**config.mk**
```make
export PLATFORM = sky130hd
export DESIGN_NAME = sprite_pipe_renderer
export DESIGN_NICKNAME = d
export VERILOG_FILES = /design/src/rtl/sprite_pkg.sv /design/src/rtl/sprite_anim_ctrl.sv /design/src/rtl/sprite_pipe_renderer.sv
export SDC_FILE = /design/constraint.sdc
export NUM_CORES = 1
export LEC_CHECK = 0
export CORE_MARGIN = 2
export CORE_UTILIZATION = 50
export CTS_CLUSTER_SIZE = 10
export DETAILED_ROUTE_END_ITERATION = 10
export PLACE_DENSITY = 0.74
export SETUP_SLACK_MARGIN = 0.1
export SLEW_MARGIN = 10
export SYNTH_ARGS = -nofsm -noshare
export SYNTH_HDL_FRONTEND = slang
export SYNTH_SLANG_ARGS = --single-unit
```
**constraint.sdc**
```tcl
create_clock -name clk -period 7.21 [get_ports clk]
set_clock_uncertainty 0.1 [all_clocks]
set_input_delay 1.0815 -clock clk [delete_from_list [all_inputs] [get_ports clk]]
set_output_delay 1.0815 -clock clk [all_outputs]
set_load 0.05 [all_outputs]
```
**src/rtl/sprite_pkg.sv**
```systemverilog
// Shared types and constants for the sprite renderer.
// Included by the animation controller and the pixel datapath.
package sprite_pkg;

  typedef logic [7:0]  rgb332_t;
  typedef logic [10:0] coord_t;

  localparam rgb332_t KEY_COLOR_DEF = 8'h00;

  function automatic int lat(input int rom_latency);
    return 2 + rom_latency;
  endfunction

endpackage

```
**src/rtl/sprite_anim_ctrl.sv**
```systemverilog
// Vblank-synchronised config shadow and animation frame sequencer.
// Requested config is latched only on frame_start for tear-free updates.
module sprite_anim_ctrl
  import sprite_pkg::*;
#(
  parameter int ADDR_W     = 16,
  parameter int FRAME_DIV  = 8,
  parameter int MAX_FRAMES = 8,
  localparam int FW = $clog2(MAX_FRAMES) + 1,
  localparam int DW = (FRAME_DIV > 1) ? $clog2(FRAME_DIV) : 1
) (
  input  logic              clk,
  input  logic              rst_n,
  input  logic              frame_start,
  input  logic              update,
  input  logic              enable,
  input  coord_t            pos_x,
  input  coord_t            pos_y,
  input  logic [ADDR_W-1:0] sprite_num,
  input  logic [FW-1:0]     anim_frames,
  input  logic              anim_en,
  input  logic              mirror_x,
  output coord_t            act_x,
  output coord_t            act_y,
  output logic [ADDR_W-1:0] act_base,
  output logic              act_mirror,
  output logic              act_en,
  output logic [FW-1:0]     frame_idx
);

  logic          pending;
  logic          act_anim;
  logic [FW-1:0] act_frames;
  logic [DW-1:0] div_cnt;
  logic          load;
  logic          step;
  logic          div_wrap;
  logic          idx_wrap;

  assign load     = frame_start & (pending | update);
  assign step     = frame_start & act_anim
                  & (act_frames >= FW'(2));
  assign div_wrap = (div_cnt == DW'(FRAME_DIV - 1));
  assign idx_wrap = (frame_idx == act_frames - FW'(1));

  always_ff @(posedge clk) begin
    if (!rst_n) begin
      act_x      <= '0;
      act_y      <= '0;
      act_base   <= '0;
      act_mirror <= 1'b0;
      act_en     <= 1'b0;
      act_anim   <= 1'b0;
      act_frames <= '0;
      pending    <= 1'b0;
      frame_idx  <= '0;
      div_cnt    <= '0;
    end else if (load) begin
      act_x      <= pos_x;
      act_y      <= pos_y;
      act_base   <= sprite_num;
      act_mirror <= mirror_x;
      act_en     <= enable;
      act_anim   <= anim_en;
      act_frames <= anim_frames;
      pending    <= 1'b0;
      frame_idx  <= '0;
      div_cnt    <= '0;
    end else begin
      if (update) pending <= 1'b1;
      if (step) begin
        if (div_wrap) begin
          div_cnt   <= '0;
          frame_idx <= idx_wrap ? '0 : frame_idx + FW'(1);
        end else begin
          div_cnt <= div_cnt + DW'(1);
        end
      end
    end
  end

endmodule

```
**src/rtl/sprite_pipe_renderer.sv**
```systemverilog
// Pipelined sprite pixel generator: box test, ROM address, key/opaque out.
// Valid bit rides a delay line matched to the sprite ROM read latency.
module sprite_pipe_renderer
  import sprite_pkg::*;
#(
  parameter int      SPR_W        = 32,
  parameter int      SPR_H        = 32,
  parameter int      SHEET_STRIDE = 600,
  parameter int      ADDR_W       = 16,
  parameter int      ROM_LATENCY  = 1,
  parameter rgb332_t KEY_COLOR    = KEY_COLOR_DEF,
  parameter int      FRAME_DIV    = 8,
  parameter int      MAX_FRAMES   = 8,
  localparam int FW = $clog2(MAX_FRAMES) + 1
) (
  input  logic              clk,
  input  logic              rst_n,
  input  coord_t            hc,
  input  coord_t            vc,
  input  logic              blank,
  input  logic              frame_start,
  input  logic              enable,
  input  coord_t            pos_x,
  input  coord_t            pos_y,
  input  logic [ADDR_W-1:0] sprite_num,
  input  logic [FW-1:0]     anim_frames,
  input  logic              anim_en,
  input  logic              mirror_x,
  input  logic              update,
  input  rgb332_t           mem_value,
  output logic [ADDR_W-1:0] rom_addr,
  output logic [2:0]        R,
  output logic [2:0]        G,
  output logic [1:0]        B,
  output logic              hit
);

  coord_t            x0;
  coord_t            y0;
  logic [ADDR_W-1:0] base;
  logic              mirror;
  logic              en;
  logic [FW-1:0]     frame_idx;

  sprite_anim_ctrl #(
    .ADDR_W     (ADDR_W),
    .FRAME_DIV  (FRAME_DIV),
    .MAX_FRAMES (MAX_FRAMES)
  ) u_ctrl (
    .clk         (clk),
    .rst_n       (rst_n),
    .frame_start (frame_start),
    .update      (update),
    .enable      (enable),
    .pos_x       (pos_x),
    .pos_y       (pos_y),
    .sprite_num  (sprite_num),
    .anim_frames (anim_frames),
    .anim_en     (anim_en),
    .mirror_x    (mirror_x),
    .act_x       (x0),
    .act_y       (y0),
    .act_base    (base),
    .act_mirror  (mirror),
    .act_en      (en),
    .frame_idx   (frame_idx)
  );

  // 12-bit bounds so a box hanging past 2047 does not wrap to column 0
  logic [11:0] hc_e, vc_e, x0_e, y0_e, x_end, y_end;
  logic        in_box;
  coord_t      lx, ly, xm;
  logic [ADDR_W-1:0] addr_nxt;
  logic        v_nxt;

  assign hc_e  = {1'b0, hc};
  assign vc_e  = {1'b0, vc};
  assign x0_e  = {1'b0, x0};
  assign y0_e  = {1'b0, y0};
  assign x_end = x0_e + 12'(SPR_W);
  assign y_end = y0_e + 12'(SPR_H);

  assign in_box = (hc_e >= x0_e) && (hc_e < x_end)
               && (vc_e >= y0_e) && (vc_e < y_end);

  assign lx = hc - x0;
  assign ly = vc - y0;
  assign xm = mirror ? (11'(SPR_W - 1) - lx) : lx;

  assign addr_nxt = in_box
    ? base
      + ADDR_W'(frame_idx) * ADDR_W'(SPR_W)
      + ADDR_W'(ly) * ADDR_W'(SHEET_STRIDE)
      + ADDR_W'(xm)
    : base;

  assign v_nxt = in_box & ~blank & en;

  logic [ROM_LATENCY:0] vp;

  always_ff @(posedge clk) begin
    if (!rst_n) begin
      rom_addr <= '0;
      vp       <= '0;
      R        <= '0;
      G        <= '0;
      B        <= '0;
      hit      <= 1'b0;
    end else begin
      rom_addr <= addr_nxt;
      vp       <= {vp[ROM_LATENCY-1:0], v_nxt};
      if (vp[ROM_LATENCY] && (mem_value != KEY_COLOR)) begin
        {R, G, B} <= mem_value;
        hit       <= 1'b1;
      end else begin
        {R, G, B} <= '0;
        hit       <= 1'b0;
      end
    end
  end

endmodule

```
==> results.py <==
metrics = {
    "die": {
        "initial_core_util_pct": 51.4,
        "fp.dieW_um": 121,
        "die_height_um": 121,
        "rows": 42,
        "die-area_um2": 14600,
        "ios": 105,
        "core_um2": 13300,
    },
    "sta": {
        "setup_viol": 0,
        "final_hold_viol_count": 0,
        "drv_slew": 0,
        "slew_headroom_pct": 29.7,
        "worst_pin_slew_ns": 1.06,
        "min_period_ns": 7.08,
        "fin_crit_sh_pct": 98.3,
        "fmax_mhz": 141,
        "grt_setup_unrepaired": "true",
    },
    "logic_synthesis": {
        "yosysSeqAreaShare_pct": 23.4,
        "synth_edf_count": 0,
        "synth_cells": 787,
        "syn_area_um2": 6830,
        "synthDistinctLibCells": 67,
        "yosysWarnings": 0,
        "synth_ff_type": "dfxtp_1",
        "async_flop_share_pct": 0,
        "syn-mean-instance-area_um2": 8.68,
        "syn-num-nets": 999,
        "yosys_register_bits": 80,
    },
    "hold_path": {
        "worstHoldStart": "vp[0]$_SDFF_PN0_",
        "hold_class": "flop to flop",
    },
    "placement": {
        "globalplace.congestion": 0.923,
        "io_buffers": 104,
        "placed_cell_area_um2": 8570,
        "dp_hpwl_um": 13100,
        "dp_cells": 1111,
    },
    "finish": {
        "drive_gt1_share_pct": 16.4,
        "nets": 1164,
        "layout.cells.most_common": "nand2_1",
        "stdcell_count": 1133,
        "postLayoutCellArea_um2": 9220,
        "area_delta_synth_final_pct": 35.0,
        "final_cell_mix": "nand2_1, clkdlybuf4s50_1, ha_1, dfxtp_1, inv_1",
        "insertedDiodeCount": 0,
    },
    "drt": {
        "drt.antenna.violating_nets": 0,
        "via_per_inst": 5.31,
        "drc": 0,
        "drt-initial-drc-count": 202,
        "wl_per_cell_um": 14.9,
        "totalWireLength_um": 16900,
        "vias": 6011,
        "dr.pass1.iters": 4,
    },
    "worst_setup_path": {
        "crit_path_top_delay_cell": "fa_1",
        "path_class": "input port to flop",
        "cp_max_fo": 5,
        "worstSetupStartpointType": "input port",
        "cp_common_cell": "ha_4",
        "startpoint": "vc[1]",
        "cp-end-kind": "flop",
        "critPathMaxStageDelay_ns": 0.52,
        "r2r_start": "u_ctrl.act_y[0]$_SDFFE_PN0P_",
        "crit_required_ns": 7.39,
        "cp.arrival_ns": 7.26,
    },
    "global_route": {
        "antenna_found_initial": 0,
        "grt_util_all_layers_pct": 23.5,
        "grt_max_degree": 70,
        "grt.overflow.total": 0,
        "grt_pass1_vias": 6114,
        "grt_pass1_wl_um": 27600,
    },
    "status": {
        "status": "finished clean",
    },
    "cts": {
        "cts.path.max_buffers": 2,
        "path_clk_slew_ns": 0.06,
        "cts_tree": "done",
        "cts_hold_buf": 0,
        "htree_levels": 3,
        "cts_buffers": 9,
        "root_buffer": "clkbuf_16",
        "cts_sinks": 80,
        "clock_latency_ns": 0.35,
    },
    "job": {
        "cap_violations": 0,
    },
}
## cells in the mapped netlist, types with 3 or more instances
library cell | n | area [um^2]
a211oi_1 | 4 | 30.0
a21boi_0 | 45 | 338
a21o_1 | 18 | 135
a21oi_1 | 32 | 160
a31oi_1 | 6 | 37.5
and2_1 | 11 | 68.8
clkbuf_1 | 18 | 67.6
dfxtp_1 | 80 | 1600
fa_1 | 26 | 521
ha_1 | 106 | 1330
inv_1 | 82 | 308
mux2i_1 | 16 | 160
nand2_1 | 114 | 428
nand2b_1 | 4 | 25.0
nand3_1 | 14 | 70.1
nand3b_1 | 3 | 22.5
nand4_1 | 4 | 25.0
nor2_1 | 19 | 71.3
nor2b_1 | 18 | 113
nor3_1 | 12 | 60.1
nor4_1 | 8 | 50.1
o211ai_1 | 3 | 22.5
o21a_1 | 6 | 45.0
o21ai_0 | 18 | 90.1
o21ai_1 | 8 | 40.0
o21bai_1 | 4 | 30.0
or3_1 | 4 | 25.0
xnor2_1 | 41 | 359
xor2_1 | 21 | 184
## final cells by class
cell class / instances / area (um^2)
Clock inverter: 6 / 42.5
Inverter: 84 / 320
Tap cell: 176 / 220
Sequential cell: 80 / 1600
Clock buffer: 10 / 239
Timing Repair Buffer: 175 / 1580
Fill cell: 1033 / 4080
Multi-Input combinational cell: 602 / 5220
## routing by layer
metal | global-route usage (%) | wire, um | up-vias
met1 | 28.5 | 7320 | 2849
met5 | 0 | 0 | -
met2 | 41.5 | 8530 | 118
met4 | 8.14 | 401 | 0
met3 | 4.61 | 612 | 36
li1 | - | - | 3008
## through the flow
step | worst slack, ns | utilization, % | hold WS (ns) | TNS (ns)
3_5_place_dp | -0.681 | 64.5 | 0.325 | -1.47
3_3_place_gp | -0.457 | 64.5 | 0.315 | -1.01
6_report | 0.126 | 69.3 | 0.336 | 0
5_1_grt | -0.0577 | 69.3 | 0.386 | -0.0577
2_1_floorplan | 0.104 | - | 0.312 | 0
4_1_cts | 0.101 | 68.0 | 0.341 | 0
## state kept, by name (all words and copies together), names as in the netlist
signal / count
rom_addr: 16
u_ctrl.act_base: 16
u_ctrl.act_x: 11
u_ctrl.act_y: 11
u_ctrl.act_frames: 4
u_ctrl.frame_idx: 4
G: 3
R: 3
u_ctrl.div_cnt: 3
B: 2
vp: 2
hit: 1
u_ctrl.act_anim: 1
u_ctrl.act_en: 1
u_ctrl.act_mirror: 1
u_ctrl.pending: 1
## critical path: cells and delay by family
kind | cells | cell delay, ns
simple gates | 3 | 0.55
fa+ha+maj | 8 | 2.34
compound gates | 11 | 1.91
buf+inv | 5 | 0.52
xor+xnor | 5 | 0.85
## worst paths after layout
check | endpoint | slack [ns] | depth (start not counted)
setup / recovery | rom_addr[15]$_SDFF_PN0_ | 0.13 | 32
hold / removal | vp[1]$_SDFF_PN0_ | 0.34 | 1
setup reg to reg | rom_addr[15]$_SDFF_PN0_ | 0.55 | 32
hold reg to reg | vp[1]$_SDFF_PN0_ | 0.34 | 1
## repair_timing
| action | CTS | global route |
|---|---|---|
| resized for setup | 31 | 33 |
| pin swaps | 33 | 34 |
| setup endpoints to repair | 2 | 4 |
| setup buffers | 4 | 2 |
## cell families (layout without fill, tap and decap cells)
family / count (synthesis) / count (layout) / share of synthesized area [%]
simple gates: 225 / 225 / 16.0
compound gates: 165 / 165 / 16.7
fa+ha+maj: 132 / 132 / 27.0
buf+inv: 105 / 275 / 5.93
flops: 80 / 80 / 23.4
xor+xnor: 64 / 64 / 8.59
mux: 16 / 16 / 2.34
Power is left out: the tool's default activity adds up to more than one toggle a clock period on the data nets, which glitch-free logic cannot reach.
==> variant (config.mk and constraints unchanged) <==
`ROM_LATENCY`: 1 -> 2.
--- a/src/rtl/sprite_pipe_renderer.sv
+++ b/src/rtl/sprite_pipe_renderer.sv
@@ -9,3 +9,3 @@
   parameter int      ADDR_W       = 16,
-  parameter int      ROM_LATENCY  = 1,
+  parameter int      ROM_LATENCY  = 2,
   parameter rgb332_t KEY_COLOR    = KEY_COLOR_DEF,
Check against the original RTL: not equivalent (Yosys sat finds a counterexample within 10 cycles, from zero or initial values and one cycle with rst_n low).
==> variant against the original RTL <==
- wire length fell by 7.1%
- synthesized area is essentially flat
- sequential cell count up 1
- via count shrank 4.1%
- critical path depth is 5 lower
- final area fell by 0.52%
- global-route usage is 1.6 points lower
- setup slack gained 140 ps
- die area about the same
- critical endpoint unchanged
==> variant: results (changes against the original RTL) <==
final_layout:
  seq_area_mm2: 0.00162  # +1.3%
  filler_cell_count: 1058  # +2.4%
  layout.clock_buffers: 13  # +3
  final-nonclk-buf-share_pct: 17.1  # about the same
  n_sequential_cell: 81  # +1.3%
  signal_buffers: 173  # -1.1%
  ant_diodes: 0  # unchanged
  layout-drive-gt1-share_pct: 14.9  # -1.5 points
  layout.clock.cell_area_share_pct: 3.16  # +0.11 points
  multi_input_gates: 598  # -0.66%
  multi_input_area_share_pct: 55.9  # -0.66 points
  num-nonclk-inverters: 89  # +6.0%
route:
  wl_met2_mm: 7.84  # -8.1%
  vias_per_cell: 5.09  # -4.1%
  met3_wirelength_um: 514  # -16%
  routed_wirelength_mm: 15.7  # -7.1%
  detailedRoute.firstPassIterationCount: 5  # +1
  initialDrtViolationCount: 205  # +1.5%
  met1_length_mm: 7.12  # -2.6%
worst_setup_path:
  r2r.worst_path.cells: 28  # -13%
  cp_data_arrival_time_ps: 7060  # -200 ps
  crit_fanout: 3  # -2
  critical_path.max_stage_delay_ps: 550  # +30 ps
placement:
  place_worst_setup_slack_ps: -628  # +53.6 ps
  placed_cell_area_mm2: 0.00849  # -0.95%
  globalplace.congestion: 0.860  # -6.8%
yosys:
  leading_post_synthesis_cells_by_cell_area: "sky130_fd_sc_hd__dfxtp_1 (24%), sky130_fd_sc_hd__ha_1 (19%), sky130_fd_sc_hd__fa_1 (7.6%)"
  synth_common_cells: "sky130_fd_sc_hd__nand2_1 (116), sky130_fd_sc_hd__ha_1 (106), sky130_fd_sc_hd__inv_1 (89), sky130_fd_sc_hd__dfxtp_1 (81), sky130_fd_sc_hd__xnor2_1 (52)"
  yosysUniqueCellTypes: 61  # -9.0%
  synth_adder_area_share_pct: 27.0  # about the same
  synth_xor_area_share_pct: 8.96  # +0.37 points
  async_reset_ff_share_pct: 0  # unchanged
  synth_compound_area_share_pct: 15.3  # -1.4 points
  synth.area.mux_share_pct: 2.49  # +0.15 points
  synth-seq-area-share_pct: 23.7  # +0.30 points
  syn_nets: 1003  # +0.40%
global_route:
  globalRouteTotalUtil_pct: 21.9  # -1.6 points
  met1_usage_pct: 27.1  # -1.4 points
  grt_pass1_vias: 5635  # -7.8%
  groute.layer.met3.usage_pct: 3.48  # -1.1 points
  groute.layer.met2.usage_pct: 38.7  # -2.7 points
  grt_max_degree: 68  # -2.9%
  grt_pass1_wl_mm: 25.7  # -6.8%
timing:
  slew-limit-headroom_pct: 33.3  # +3.6 points
power:
  design_power_total_mw: 5.13
hold_path:
  worstHoldPathType: "reg2reg"
status:
  outcome: "complete, no violations"
==> variant: cell count changes after synthesis, sizes merged, moves of 4 or more <==
cell / delta
a21o: -11
o21ai: -11
xnor2: +10
a21oi: +6
inv: +6
xor2: -5
a211oi: -4
and2: +4
nor2: +4
==> variant: worst paths after layout <==
check	end	slack, ps	startpoint
hold / removal	vp[2]	350	vp[1]
setup / recovery	rom_addr[15]	270	vc[3]
setup reg to reg	rom_addr[15]	710	u_ctrl.act_y[0]
hold reg to reg	vp[2]	350	vp[1]
==> variant: stage by stage <==
stage / setup TNS, ps / util [%] / std cells
global route: 0 / 69.0 / 1133
detailed placement: -1950 / 63.9 / 1108
finish: 0 / 69.0 / 1133
CTS: 0 / 67.5 / 1131
floorplan: 0 / - / 791
global placement: -1420 / 63.9 / 1108
==> variant: timing repair <==
item | 4_1_cts | 5_1_grt
pin swaps | 35 | 47
resized for setup | 26 | 36
setup endpoints to repair | 4 | 4
endpoints found under the hold margin | 0 | 0
setup buffers | 7 | 2
